$ cat src/rtl/key_matrix_scan_if.sv
// Keypad pin and key-report bundle for key_matrix_scan.
//   key_col   : column lines from the keypad, pulled up, 0 = contact closed
//   key_row   : one-hot active-low row drive
//   key_value : {row_idx, col_idx} of the last accepted key
//   key_valid : one-cycle pulse per accepted press
//   key_hold  : high while the accepted key stays pressed
// master = scanner side, slave = keypad/consumer side.
interface key_matrix_scan_if;
  logic [3:0] key_col;
  logic [3:0] key_row;
  logic [3:0] key_value;
  logic       key_valid;
  logic       key_hold;

  modport master (
    input  key_col,
    output key_row,
    output key_value,
    output key_valid,
    output key_hold
  );

  modport slave (
    output key_col,
    input  key_row,
    input  key_value,
    input  key_valid,
    input  key_hold
  );
endinterface

$ cat src/rtl/key_matrix_scan.sv
// 4x4 active-low matrix keypad scanner with press/release debounce.
// Strobes one row at a time, reads the synchronized columns and reports one
// code per physical press (key_valid pulse) plus a hold level.
//   clk   : system clock
//   rst_n : asynchronous active-low reset
//   kp    : keypad pins and key report (see key_matrix_scan_if)
// TIME_SCAN = row dwell - 1, TIME_DEB = debounce window - 1, in clk cycles.
module key_matrix_scan #(
  parameter int unsigned TIME_SCAN = 49_999,
  parameter int unsigned TIME_DEB  = 999_999
) (
  input  logic               clk,
  input  logic               rst_n,
  key_matrix_scan_if.master  kp
);

  localparam int unsigned CNT_MAX = (TIME_DEB > TIME_SCAN) ? TIME_DEB : TIME_SCAN;
  localparam int unsigned CNT_W   = $clog2(CNT_MAX + 1);
  localparam logic [CNT_W-1:0] SCAN_END = CNT_W'(TIME_SCAN);
  localparam logic [CNT_W-1:0] DEB_END  = CNT_W'(TIME_DEB);

  typedef enum logic [1:0] {SCAN, DEBOUNCE, HOLD, RELEASE} state_t;

  state_t           state, state_nxt;
  logic [CNT_W-1:0] cnt, cnt_nxt;
  logic [3:0]       col_m, col_s;
  logic [3:0]       row, row_nxt;
  logic [1:0]       row_idx, row_idx_nxt;
  logic [1:0]       col_idx, col_idx_nxt;
  logic [3:0]       col_ref, col_ref_nxt;
  logic [3:0]       value, value_nxt;
  logic             valid, valid_nxt;
  logic             hold, hold_nxt;
  logic [1:0]       cur_row_idx;
  logic [1:0]       first_low;
  logic [3:0]       row_rot;

  assign kp.key_row   = row;
  assign kp.key_value = value;
  assign kp.key_valid = valid;
  assign kp.key_hold  = hold;

  assign row_rot = {row[2:0], row[3]};

  // Position of the driven (low) row bit.
  always_comb begin
    cur_row_idx = 2'd0;
    case (row)
      4'b1101: cur_row_idx = 2'd1;
      4'b1011: cur_row_idx = 2'd2;
      4'b0111: cur_row_idx = 2'd3;
      default: cur_row_idx = 2'd0;
    endcase
  end

  // Lowest closed column wins when several are low.
  always_comb begin
    first_low = 2'd0;
    for (int i = 3; i >= 0; i--) begin
      if (!col_s[i]) first_low = 2'(i);
    end
  end

  // Column synchronizer; idles at all-open.
  always_ff @(posedge clk or negedge rst_n) begin
    if (!rst_n) begin
      col_m <= 4'hF;
      col_s <= 4'hF;
    end else begin
      col_m <= kp.key_col;
      col_s <= col_m;
    end
  end

  // State and output registers.
  always_ff @(posedge clk or negedge rst_n) begin
    if (!rst_n) begin
      state   <= SCAN;
      cnt     <= '0;
      row     <= 4'b1110;
      row_idx <= 2'd0;
      col_idx <= 2'd0;
      col_ref <= 4'hF;
      value   <= 4'h0;
      valid   <= 1'b0;
      hold    <= 1'b0;
    end else begin
      state   <= state_nxt;
      cnt     <= cnt_nxt;
      row     <= row_nxt;
      row_idx <= row_idx_nxt;
      col_idx <= col_idx_nxt;
      col_ref <= col_ref_nxt;
      value   <= value_nxt;
      valid   <= valid_nxt;
      hold    <= hold_nxt;
    end
  end

  // Next-state and next-output logic; cnt restarts on every state change.
  always_comb begin
    state_nxt   = state;
    cnt_nxt     = cnt + CNT_W'(1);
    row_nxt     = row;
    row_idx_nxt = row_idx;
    col_idx_nxt = col_idx;
    col_ref_nxt = col_ref;
    value_nxt   = value;
    valid_nxt   = 1'b0;
    hold_nxt    = hold;

    case (state)
      SCAN: begin
        if (cnt == SCAN_END) begin
          cnt_nxt = '0;
          if (col_s == 4'hF) begin
            row_nxt = row_rot;
          end else begin
            row_idx_nxt = cur_row_idx;
            col_idx_nxt = first_low;
            col_ref_nxt = col_s;
            state_nxt   = DEBOUNCE;
          end
        end
      end
      DEBOUNCE: begin
        if (col_s != col_ref) begin
          cnt_nxt   = '0;
          row_nxt   = row_rot;
          state_nxt = SCAN;
        end else if (cnt == DEB_END) begin
          cnt_nxt   = '0;
          state_nxt = HOLD;
          value_nxt = {row_idx, col_idx};
          valid_nxt = 1'b1;
          hold_nxt  = 1'b1;
        end
      end
      HOLD: begin
        // Only the accepted column matters; other keys are ignored.
        cnt_nxt = '0;
        if (col_s[col_idx]) state_nxt = RELEASE;
      end
      RELEASE: begin
        if (!col_s[col_idx]) begin
          cnt_nxt   = '0;
          state_nxt = HOLD;
        end else if (cnt == DEB_END) begin
          cnt_nxt   = '0;
          row_nxt   = row_rot;
          hold_nxt  = 1'b0;
          state_nxt = SCAN;
        end
      end
      default: begin
        cnt_nxt   = '0;
        state_nxt = SCAN;
      end
    endcase
  end

endmodule
$ cat src/flat_wrapper.sv
// flat-port wrapper written by rule: the top's interface ports become plain ports
module key_matrix_scan_flat 
#(
  parameter int unsigned TIME_SCAN = 49_999,
  parameter int unsigned TIME_DEB  = 999_999
)
  (clk, rst_n, kp_key_col, kp_key_row, kp_key_value, kp_key_valid, kp_key_hold);
  key_matrix_scan_if kp_i ();
  input  logic clk;
  input  logic rst_n;
  input wire logic [$bits(kp_i.key_col)-1:0] kp_key_col;
  output wire logic [$bits(kp_i.key_row)-1:0] kp_key_row;
  output wire logic [$bits(kp_i.key_value)-1:0] kp_key_value;
  output wire logic [$bits(kp_i.key_valid)-1:0] kp_key_valid;
  output wire logic [$bits(kp_i.key_hold)-1:0] kp_key_hold;
  assign kp_i.key_col = kp_key_col;
  assign kp_key_row = kp_i.key_row;
  assign kp_key_value = kp_i.key_value;
  assign kp_key_valid = kp_i.key_valid;
  assign kp_key_hold = kp_i.key_hold;
  key_matrix_scan #(.TIME_SCAN(TIME_SCAN), .TIME_DEB(TIME_DEB)) u_core (.clk(clk), .rst_n(rst_n), .kp(kp_i));
endmodule
$ cat config.mk
export PLATFORM = sky130hd
export DESIGN_NAME = key_matrix_scan_flat
export DESIGN_NICKNAME = d
export VERILOG_FILES = /design/src/rtl/key_matrix_scan_if.sv /design/src/rtl/key_matrix_scan.sv /design/src/flat_wrapper.sv
export SDC_FILE = /design/constraint.sdc
export NUM_CORES = 1
export LEC_CHECK = 0
export CORE_ASPECT_RATIO = 1.4
export CORE_MARGIN = 5
export CORE_UTILIZATION = 30
export DETAILED_ROUTE_END_ITERATION = 7
export GPL_TIMING_DRIVEN = 0
export PLACE_DENSITY_LB_ADDON = 0.3
export SLEW_MARGIN = 5
export SYNTH_ARGS = -nofsm -noshare
export SYNTH_HDL_FRONTEND = slang
export SYNTH_SLANG_ARGS = --single-unit
$ cat constraint.sdc
create_clock -name clk -period 3.15 [get_ports clk]
set_input_delay 0.63 -clock clk [delete_from_list [all_inputs] [get_ports clk]]
set_output_delay 0.63 -clock clk [all_outputs]
set_load 0.05 [all_outputs]
; Yosys cells after proc, flatten, opt, wreduce, memory -nomap -nowiden
; Cells that the tools add are included.
[word_totals]
reg_bits = 48
in_bits = 6
output_inout_bits = 10
elab_cells = 78
[classes]
n_addsub = 1
order_cmp = 1
eq_ne = 21
mux = 34
n_bitwise = 2
n_reduce_logical = 8
[ops]
columns = operator, n
row1 = $mux 20, 4
row2 = $pmux 20 s4, 1
row3 = $mux 2, 11
row4 = $add 20x1->20 const B, 1
row5 = $eq 20x16->1 const B, 1
row6 = $eq 20x20->1 const B, 1
row7 = $mux 4, 5
row8 = $ne 2x1->1 const B, 7
row9 = $eq 4x4->1 const B, 3
row10 = $pmux 4 s3, 1
row11 = $reduce_and 5->1, 2
row12 = $mux 1, 8
row13 = $pmux 2 s4, 1
row14 = $pmux 2 s3, 1
row15 = $reduce_and 3->1, 2
row16 = $reduce_and 6->1, 1
row17 = $eq 2x2->1 const B, 2
row18 = $eq 4x3->1 const B, 1
row19 = $ne 2x2->1 const B, 2
row20 = $ne 4x4->1, 1
row21 = $lt 2x3->1 const B, 1
row22 = $ne 3x1->1 const B, 1
row23 = $ne 3x2->1 const B, 1
row24 = $reduce_bool 3->1, 1
row25 = 6 further kinds, 7

; Longest topological paths before layout
; Gate-level depths: netlist of the first run.
[depth]
depth_word = 4
depth_mapped = 7
mapped_depth_nobuf = 6

; Least setup slack after synthesis of the first run
; OpenSTA, ideal clock, no wires.
[synth_timing]
path_kind = reg2reg
start = register u_core.cnt[7]
end = register u_core.row[0] (netlist: u_core.kp.key_row[0])
arrival_time_ps = 2164
slack_ps = 859
path_stages_with_launch = 6
n_path_buf = 0
path_cell_list = dfrtp_1 -> or4_4 -> nor4_4 -> nand4_2 -> a221o_2 -> mux2_1
[synth_between]
elab_chain_cells = 3
word_cells_on_any_way = 5
cone_classes = eq/ne (4) / reduce/logical (1)
[synth_lines]
columns = element, line_no
row1 = "start, declared", key_matrix_scan.sv:25  ; logic [CNT_W-1:0] cnt, cnt_nxt;
row2 = "start signal, assigned", key_matrix_scan.sv:89  ; cnt <= cnt_nxt;
row3 = $eq 20x16->1 or $eq 20x20->1 (tied branches), "key_matrix_scan.sv:114, key_matrix_scan.sv:148"
row4 = $ne 2x1->1 (no source line), --
row5 = $reduce_and 6->1 (no source line) *, --
row6 = "end signal, assigned", key_matrix_scan.sv:90  ; row <= row_nxt;
row7 = "end, declared", key_matrix_scan.sv:27  ; logic [3:0] row, row_nxt;
; Every way passes the cells marked *; elsewhere a longest branch is shown, timed or not.
; A chain may end at the register's enable or synchronous reset.

; Worst setup path in the final report of the first run
; Ends and elaborated chain as after synthesis.

==> flow_summary_export.csv, run 1 <==
group,metric,value,unit
run_status,status,"complete, no violations",
floorplan,chipWidth,82.3,um
route,totalWireLength,3.84,mm
finish,fill_cells,753,
timing,period_share,0.783,
clocking,clk_pin_slew,90,ps
pwr,power_density,416,nW/um2
pwr,p_sw,234,uW
route,vias,1439,
critical_path,slowest_delay,590,ps
finish,diodes,0,
route,wire_per_inst,12.4,um
timing,max_freq,405,MHz
pwr,peakVddDrop,0.000138,V
global_route,overflow,0,
placed_design,dp_hpwl,2.78,mm
critical_path,cp-endpoint,"u_core.kp.key_row[0]",
global_route,grt_pass1_wl,7.16,mm
critical_path,cp_max_fo,7,
clocking,cts_tree,"built",
floorplan,dieArea,9160,um2
floorplan,dieHeight,111,um
clocking,clock_sinks,48,
worst_hold_path,hold_path.class,"input pin to asynchronous set/reset pin",
critical_path,path_cells,"or4_4 > nor4_4 > nand4_2 > a221o_2 > mux2_1",
clocking,cts-hold-fix-buffers,0,
synthesis,syn-num-nets,195,
critical_path,worst_path_max_delay_cell,"or4_4",
floorplan,core_area,7270,um2
clocking,h-tree-depth,2,
finish,fin_nets,218,
timing,drv_slew,0,
global_route,grt_max_degree,26,
floorplan,initial_core_util,0.302,
global_route,grtUsageTotal,0.0967,
critical_path,critical_path.endpoint_type,"flip-flop",
critical_path,r2r_slack,680,ps
timing,setup_viol,0,
finish,register_area,1220,um2
critical_path,startpoint_type,"flip-flop",
pwr,p_leak,0.00111,uW
global_route,antenna_found_initial,0,
finish,area_growth,18.0,%
timing,tns,0,ps
route,ant_nets,0,
route,routed_via_density,4.66,
critical_path,startpoint,"u_core.cnt[7]",
timing,period_needed,2470,ps
clocking,cts_made_buffers,5,
route,drtIter0Drc,78,
pwr,p_comb_frac,0.025,
placed_design,dpl_cell_area,2480,um2
clocking,cts_root_buf,"clkbuf_8",
floorplan,row_count,37,
pwr,p_sw_frac,0.217,
clocking,worstSkewPairLatency,300,ps
timing,skew,4.76,ps
synthesis,yosys.cell_types.count,40,
placed_design,portBuffers,15,
critical_path,crit_arrival,2660,ps
pwr,pwr-share-seq,0.584,
job,drv_cap,0,
pwr,internal-power,846,uW
timing,finalHoldViolCount,0,
synthesis,synthCells,188,
finish,final_core_util,0.357,
synthesis,post_synth.cell_area_avg,11.7,um2
critical_path,r2r_end,"u_core.kp.key_row[0]",
finish,final_layout_size_suffix_gt1_frac,0.236,
pwr,p_clk_frac,0.391,
route,drcViolationCount,0,
synthesis,seq_area_frac_synth,0.555,
synthesis,ys_warn_count,0,
floorplan,io_pins,16,
synthesis,mappedNetlistArea,2200,um2
finish,multi_input_area,946,um2
timing,relSlewSlack,0.544,
critical_path,criticalPathCategory,"flip-flop to flip-flop",
placed_design,gp_congestion,0.798,
finish,fin_area,2590,um2
global_route,grt_pass1_vias,1565,
clocking,postCtsSetupBuffers,0,
route,drt_first_pass_iters,4,
synthesis,ys_ff_latch,48,
clocking,cts_resized,0,
critical_path,worstRegToRegCells,5,
critical_path,critPathRequiredTime,3340,ps
critical_path,worst_r2r_startpoint,"u_core.cnt[7]",
timing,worstMarginPinSlew,678,ps
timing,rsz0062_at_grt,"no",
clocking,clk_path_buf_depth,2,
==> routing by layer <==
| layer | part of all wire | track usage | up-vias |
|---|---|---|---|
| met5 | 0 | 0 | - |
| met4 | 0.017 | 0.0377 | 0 |
| met3 | 0.020 | 0.0179 | 6 |
| met2 | 0.51 | 0.161 | 14 |
| met1 | 0.45 | 0.120 | 725 |
| li1 | - | - | 694 |
==> power by group through the flow <==
stage / Sequential, uW / Combinational (uW) / Clock [uW]
global route: 632 / 31.7 / 473
CTS: 631 / 28.7 / 443
global placement: 642 / 26.1 / 0
floorplan: 641 / 6.71 / 0
finish: 631 / 27.1 / 422
detailed placement: 642 / 28.6 / 0
==> cell families after synthesis <==
logic type / Yosys count / synth area share
flip-flops: 48 / 0.555
AO/OA/AOI/OAI: 14 / 0.0427
AND/OR/NAND/NOR: 76 / 0.194
multiplexers: 18 / 0.0968
adder cells (fa/ha/maj): 1 / 0.00569
XOR/XNOR: 23 / 0.0917
buffers and inverters: 8 / 0.0142
==> how the worst min path moves through the flow <==
stage                    startpoint           endpoint  cells past startpoint
global placement    u_core.col_m[3]    u_core.col_s[3]                      0
CTS                           rst_n  u_core.col_idx[1]                      1
detailed placement  u_core.col_m[2]    u_core.col_s[2]                      0
global route                  rst_n  u_core.col_idx[1]                      1
floorplan                     rst_n      u_core.cnt[0]                      0
finish                        rst_n  u_core.row_idx[0]                      1
==> cells in the mapped netlist <==
cell type	n	area share
or4bb_1	1	0.0051
nor3b_1	1	0.0034
o21ba_2	1	0.0046
nand2_1	13	0.022
clkbuf_1	3	0.0051
nor4_4	1	0.0097
nor2_1	27	0.046
dfstp_2	15	0.18
or4_4	1	0.0051
nand4_2	1	0.0057
a311oi_1	1	0.0040
or4_1	1	0.0034
and3_1	3	0.0085
nor2b_1	1	0.0028
inv_1	4	0.0068
nand2b_1	2	0.0057
mux2_2	12	0.062
nand3_1	7	0.016
buf_2	1	0.0023
nand4_1	9	0.026
mux4_2	1	0.010
mux2i_1	1	0.0046
nor4b_4	1	0.011
and4_2	1	0.0046
xor2_1	11	0.044
a21o_2	1	0.0040
o21ai_0	4	0.0091
or3_1	1	0.0028
a21oi_1	4	0.0091
a21boi_0	1	0.0034
or2_2	1	0.0028
nor4_1	2	0.0057
mux2_1	4	0.020
and3_2	1	0.0034
xnor2_1	12	0.048
or2b_2	1	0.0040
ha_1	1	0.0057
dfrtp_1	33	0.38
o31ai_1	1	0.0034
a221o_2	1	0.0051
==> final cells by class <==
type | count | area share
clock inverter | 2 | 0.00579
inverter | 4 | 0.00579
clock buffer | 6 | 0.0362
multi-input combinational | 132 | 0.365
sequential | 48 | 0.471
tap | 97 | 0.0468
timing repair buffer | 16 | 0.0637
buffer | 4 | 0.00627
==> critical path, delay by kind of cell, from the launching register on <==
kind             cells  cell delay (ps)
AND/OR/NAND/NOR      3             1100
AO/OA/AOI/OAI        1              470
flip-flops           1              460
multiplexers         1              320
==> sequential cells by signal, summed over array words and instances, names as in the netlist <==
signal / flops
u_core.cnt: 20
u_core.col_idx: 2
u_core.col_m: 4
u_core.col_ref: 4
u_core.col_s: 4
u_core.kp.key_hold: 1
u_core.kp.key_row: 4
u_core.kp.key_valid: 1
u_core.kp.key_value: 4
u_core.row_idx: 2
u_core.state: 2
==> cells in the final DEF (no fill, tap or decap), drive strengths merged, types with 2 or more instances in the layout <==
cell	Yosys	layout
a21oi	4	4
and3	4	4
buf	1	3
clkbuf	3	9
clkdlybuf4s50	0	14
dfrtp	33	33
dfstp	15	15
inv	4	6
mux2	16	16
nand2	13	13
nand2b	2	2
nand3	7	7
nand4	10	10
nor2	27	27
nor4	3	3
o21ai	4	4
or4	2	2
xnor2	12	12
xor2	11	11
==> through the flow <==
stage          total power (uW)  worst slack [ps]  hold slack, ps  instances
6_report                   1080               684             304        309
5_1_grt                    1140               542             347        309
4_1_cts                    1100               670             316        309
3_5_place_dp                671               691             347        301
3_3_place_gp                668               113             345        300
2_1_floorplan               648               859             334        188
(Power assumes the default switching activity.)
==> inputs of run 2 (changes only) <==
Clock period 3.15 ns to 2.2 ns, I/O delays scaled along.
==> run 2 against run 1 <==
The flow now finishes with violations (negative setup slack). Combinational power grew 46%. Global-route usage rose by 0.090 points. Sequential share of layout area down 2.5 points. Sequential power rose by 43%. Sequential cell count unchanged. Critical path type unchanged. Largest cell class unchanged. Highest routed layer unchanged.
==> flow_summary_export.csv, run 2 (synthesis gave the netlist of run 1 again) <==
group,metric,value,unit
run_status,status,"complete, but fails checks",
run_status,violations,"negative setup slack",
job,drv_cap,0,
critical_path,r2r_end,"u_core.kp.key_row[0]",
floorplan,io_pins,16,
pwr,peakVddDrop,0.000281,V
critical_path,path_cells,"or4bb_4 > nor4_4 > nand4_2 > a221o_2 > mux2_4",
critical_path,cp_max_fo,5,
critical_path,startpoint_type,"flip-flop",
clocking,cts-hold-fix-buffers,0,
floorplan,row_count,37,
route,drt_first_pass_iters,4,
floorplan,dieArea,9160,um2
route,totalWireLength,3.99,mm
placed_design,dp.cells,301,
finish,area_growth,25.0,%
pwr,power_density,562,nW/um2
finish,diodes,0,
floorplan,dieHeight,111,um
global_route,grt_max_degree,30,
global_route,grt_pass1_vias,1497,
timing,fin_ws,-118,ps
route,ant_nets,0,
timing,skew,6.58,ps
timing,whs,78.6,ps
critical_path,criticalPathCategory,"flip-flop to flip-flop",
critical_path,r2r_slack,-120,ps
clocking,cts_root_buf,"clkbuf_8",
placed_design,place_ws,-222,ps
floorplan,core_area,7270,um2
finish,fin_nets,227,
critical_path,worstRegToRegCells,5,
clocking,clock_sinks,48,
timing,finalHoldViolCount,0,
timing,rsz0062_at_grt,"yes",
clocking,worstSkewPairLatency,300,ps
pwr,p_leak,0.00119,uW
finish,final_common_cell,"dfrtp_1",
global_route,antenna_found_initial,0,
critical_path,crit_arrival,2510,ps
floorplan,chipWidth,82.3,um
critical_path,critical_path.endpoint_type,"flip-flop",
route,vias,1466,
finish,final_layout_size_suffix_gt1_frac,0.330,
placed_design,gp_congestion,0.779,
timing,drv_slew,0,
placed_design,dp_hpwl,2.76,mm
finish,fill_cells,736,
critical_path,worst_r2r_startpoint,"u_core.cnt[8]",
finish,fin_cells,318,
critical_path,slowest_delay,550,ps
timing,period_needed,2320,ps
global_route,grt_pass1_wl,7.01,mm
clocking,cts_made_buffers,5,
finish,largest_register_ffs,20,
worst_hold_path,hold_path.class,"input pin to asynchronous set/reset pin",
route,drcViolationCount,0,
clocking,clk_pin_slew,90,ps
route,routed_via_density,4.61,
timing,setup_viol,8,
placed_design,portBuffers,15,
critical_path,critPathRequiredTime,2390,ps
timing,period_share,1.05,
finish,final_core_util,0.378,
global_route,grtUsageTotal,0.0976,
clocking,cts_tree,"built",
route,wire_per_inst,12.5,um
timing,max_freq,431,MHz
timing,relSlewSlack,0.651,
clocking,clk_path_buf_depth,2,
clocking,h-tree-depth,2,
finish,layout_common_cells,"31 x dfrtp_1, 24 x nor2_1, 15 x dfstp_2",
global_route,overflow,0,
timing,worstMarginPinSlew,522,ps
finish,regMostFlops,"u_core.cnt",
route,drtIter0Drc,77,
floorplan,initial_core_util,0.302,
critical_path,worst_path_max_delay_cell,"or4bb_4",
## run 2: changes by cell type in the layout (fill, tap and decap cells not counted), moves of 2 or more
cell,delta
buf_4,+8
mux2_4,+5
mux2_2,-4
nor2_1,-3
nor2_4,+3
clkbuf_1,-2
clkbuf_4,+2
dfrtp_1,-2
dfrtp_2,+2
nand3_1,-2
nand3_2,+2
## run 2: how the worst max path moves through the flow
| stage | start | end | cells past startpoint |
|---|---|---|---|
| floorplan | u_core.cnt[8] | u_core.kp.key_row[0] | 5 |
| global placement | rst_n | u_core.kp.key_value[2] | 1 |
| detailed placement | u_core.cnt[7] | u_core.row_idx[0] | 5 |
| CTS | u_core.cnt[11] | u_core.kp.key_row[0] | 5 |
| global route | u_core.cnt[8] | u_core.kp.key_row[0] | 5 |
| finish | u_core.cnt[8] | u_core.kp.key_row[0] | 5 |
## run 2: stage by stage
stage | power (uW) | setup TNS [ps] | cell area [um2]
2_1_floorplan | 927 | 0 | 2200
3_3_place_gp | 957 | -30640 | 2470
3_5_place_dp | 960 | -4920 | 2490
4_1_cts | 1580 | -467 | 2650
5_1_grt | 1610 | -1300 | 2750
6_report | 1540 | -607 | 2750
## run 2: routing by layer
layer  global-route usage  vias up  share of wire
li1                     -      717              -
met1                0.120      725           0.44
met2                0.160       18           0.52
met3               0.0203        6          0.022
met4               0.0443        0          0.021
met5                    0        -              0
## run 2: critical path, delay by kind of cell, from the launching register on
| family | cells | cell delay [ps] |
|---|---|---|
| AO/OA/AOI/OAI | 1 | 430 |
| flip-flops | 1 | 440 |
| multiplexers | 1 | 310 |
| AND/OR/NAND/NOR | 3 | 1020 |
## run 2: power breakdown
| part | internal [uW] | switching [uW] | total [uW] |
|---|---|---|---|
| Combinational | 16.9 | 22.7 | 39.6 |
| Sequential | 896 | 6.86 | 903 |
| Clock | 298 | 303 | 600 |
| Total | 1210 | 332 | 1540 |
## run 2: repair_timing
item,4_1_cts,5_1_grt
setup endpoints to repair,36,37
buffers inserted,5,4
gates cloned,0,0
endpoints found under the hold margin,0,0
resized for setup,6,20
pin swaps,5,7
## run 2: cell type report
type                            count  area, um2  area share
Clock buffer                        6       93.8      0.0342
Sequential cell                    48       1220       0.445
Timing Repair Buffer               25        239      0.0870
Multi-Input combinational cell    132       1020       0.370
Tap cell                           97        121      0.0442
Inverter                            4       15.0     0.00547
Buffer                              4       23.8     0.00866
Clock inverter                      2       15.0     0.00547
==> inputs of run 3 (changes only) <==
Settings changed: SETUP_SLACK_MARGIN set to 0.2.
==> run 3 against run 2 <==
The run still ends with negative setup slack left. Power increased by 3.1%. Global-route usage grew 0.22 points. Via count rose by 2.4%. Count of clock-buffer cells in the layout shrank 1. Clock skew increased by 0.63 ps. Setup slack better by 47 ps. Fmax increased by 2.1%. Register-to-register slack improved by 50 ps. Routed wire length rose by 3.2%. Largest cell class unchanged. Largest power group unchanged.
==> flow_summary_export.csv, run 3 (synthesis gave the netlist of run 1 again) <==
group,metric,value,unit
timing,rsz0062_at_grt,"yes",
placed_design,gp_congestion,0.766,
finish,regMostFlops,"u_core.cnt",
finish,largest_register_ffs,20,
global_route,overflow,0,
route,totalWireLength,4.12,mm
route,drcViolationCount,0,
global_route,grt_pass1_wl,7.02,mm
pwr,p_sw_frac,0.210,
clocking,cts-hold-fix-buffers,0,
clocking,cts_made_buffers,5,
floorplan,initial_core_util,0.302,
finish,area_growth,31.4,%
timing,drv_slew,0,
timing,worstMarginPinSlew,568,ps
route,ant_nets,0,
timing,setup_viol,8,
route,wire_per_inst,12.7,um
timing,finalHoldViolCount,0,
pwr,peakVddDrop,0.000227,V
global_route,grt_pass1_vias,1496,
critical_path,cp_max_fo,6,
route,drtIter0Drc,35,
finish,layout_common_cells,"31 x dfrtp_1, 23 x nor2_1, 15 x dfstp_2",
route,routed_via_density,4.63,
floorplan,row_count,37,
clocking,clock_sinks,48,
job,drv_cap,0,
clocking,cts_tree,"built",
floorplan,dieHeight,111,um
pwr,pwr-share-seq,0.568,
floorplan,io_pins,16,
finish,diodes,0,
global_route,grt_max_degree,34,
pwr,p_comb_frac,0.025,
clocking,cts_root_buf,"clkbuf_8",
run_status,violations,"negative setup slack",
timing,relSlewSlack,0.618,
timing,whs,61.2,ps
pwr,p_leak,0.00127,uW
finish,final_common_cell,"dfrtp_1",
floorplan,chipWidth,82.3,um
run_status,status,"complete, but fails checks",
route,drt_first_pass_iters,4,
critical_path,criticalPathCategory,"flip-flop to flip-flop",
critical_path,critPathRequiredTime,2390,ps
pwr,p_clk_frac,0.406,
floorplan,dieArea,9160,um2
global_route,antenna_found_initial,0,
critical_path,critical_path.endpoint_type,"flip-flop",
floorplan,core_area,7270,um2
clocking,worstSkewPairLatency,300,ps
clocking,clk_pin_slew,90,ps
placed_design,dp_hpwl,2.81,mm
timing,fin_ws,-71.7,ps
timing,period_share,1.03,
clocking,h-tree-depth,2,
timing,max_freq,440,MHz
pwr,internal-power,1260,uW
critical_path,startpoint_type,"flip-flop",
finish,fin_nets,233,
pwr,power_density,551,nW/um2
finish,final_layout_size_suffix_gt1_frac,0.366,
worst_hold_path,hold_path.class,"input pin to asynchronous set/reset pin",
placed_design,place_ws,-223,ps
pwr,p_sw,335,uW
timing,period_needed,2270,ps
timing,skew,7.21,ps
route,vias,1501,
global_route,grtUsageTotal,0.0998,
placed_design,portBuffers,15,
critical_path,crit_arrival,2460,ps
clocking,clk_path_buf_depth,2,
[run 3: changes by cell type in the layout (fill, tap and decap cells not counted), moves of 2 or more]
| cell | previous run | this run |
|---|---|---|
| clkbuf_4 | 2 | 0 |
| buf_8 | 0 | 2 |
| clkdlybuf4s50_1 | 13 | 10 |
| buf_6 | 1 | 5 |
| mux2_4 | 5 | 10 |
| mux2_2 | 8 | 3 |
| dlygate4sd2_1 | 0 | 3 |
[run 3: layout make-up]
type / count / area (um2)
buffer: 4 / 38.8
sequential: 48 / 1220
fill: 713 / 4380
clock buffer: 5 / 68.8
clock inverter: 3 / 46.3
multi-input combinational: 132 / 1070
tap: 97 / 121
inverter: 4 / 15.0
timing repair buffer: 31 / 308
[run 3: stage by stage]
stage	TNS (ps)	std cells	utilization	total power (uW)	area [um2]
2_1_floorplan	0	188	-	928	2250
3_3_place_gp	-29430	300	0.347	958	2520
3_5_place_dp	-4530	301	0.349	961	2540
4_1_cts	-537	317	0.380	1620	2760
5_1_grt	-2880	324	0.397	1670	2890
6_report	-368	324	0.397	1590	2890
[run 3: final timing paths]
path | cells after the start | slack (ps) | from | end
max | 5 | -70 | u_core.cnt[8] | u_core.kp.key_row[0]
min | 1 | 60 | rst_n | u_core.cnt[10]
max reg2reg | 5 | -70 | u_core.cnt[8] | u_core.kp.key_row[0]
min reg2reg | 0 | 350 | u_core.col_m[3] | u_core.col_s[3]
max in group asynchronous | 2 | 1570 | rst_n | u_core.kp.key_row[1]
min in group clk | 0 | 350 | u_core.col_m[3] | u_core.col_s[3]
[run 3: routing by layer]
layer | global-route usage | up-vias | part of all wire
li1 | - | 734 | -
met5 | 0 | - | 0
met3 | 0.0244 | 7 | 0.027
met4 | 0.0554 | 0 | 0.026
met2 | 0.163 | 16 | 0.54
met1 | 0.116 | 744 | 0.41
[run 3: power by group through the flow]
stage               combinational (uW)  clock, uW  sequential (uW)
global placement                  38.2          0              919
detailed placement                41.8          0              920
global route                      47.0        717              905
CTS                               42.1        677              903
finish                            40.5        646              904
floorplan                         10.1          0              918
[run 3: critical path: stages, from the launching register on]
cell and delay, ps:
dfrtp_2 450, or4bb_4 530, nor4_4 280, nand4_2 160, a221o_2 430, mux2_4 310
[run 3: repair_timing]
item / in CTS / in global routing
resized for setup: 15 / 20
setup endpoints to repair: 39 / 39
hold endpoints to repair: 0 / 0
buffers inserted: 8 / 7
pin swaps: 7 / 3
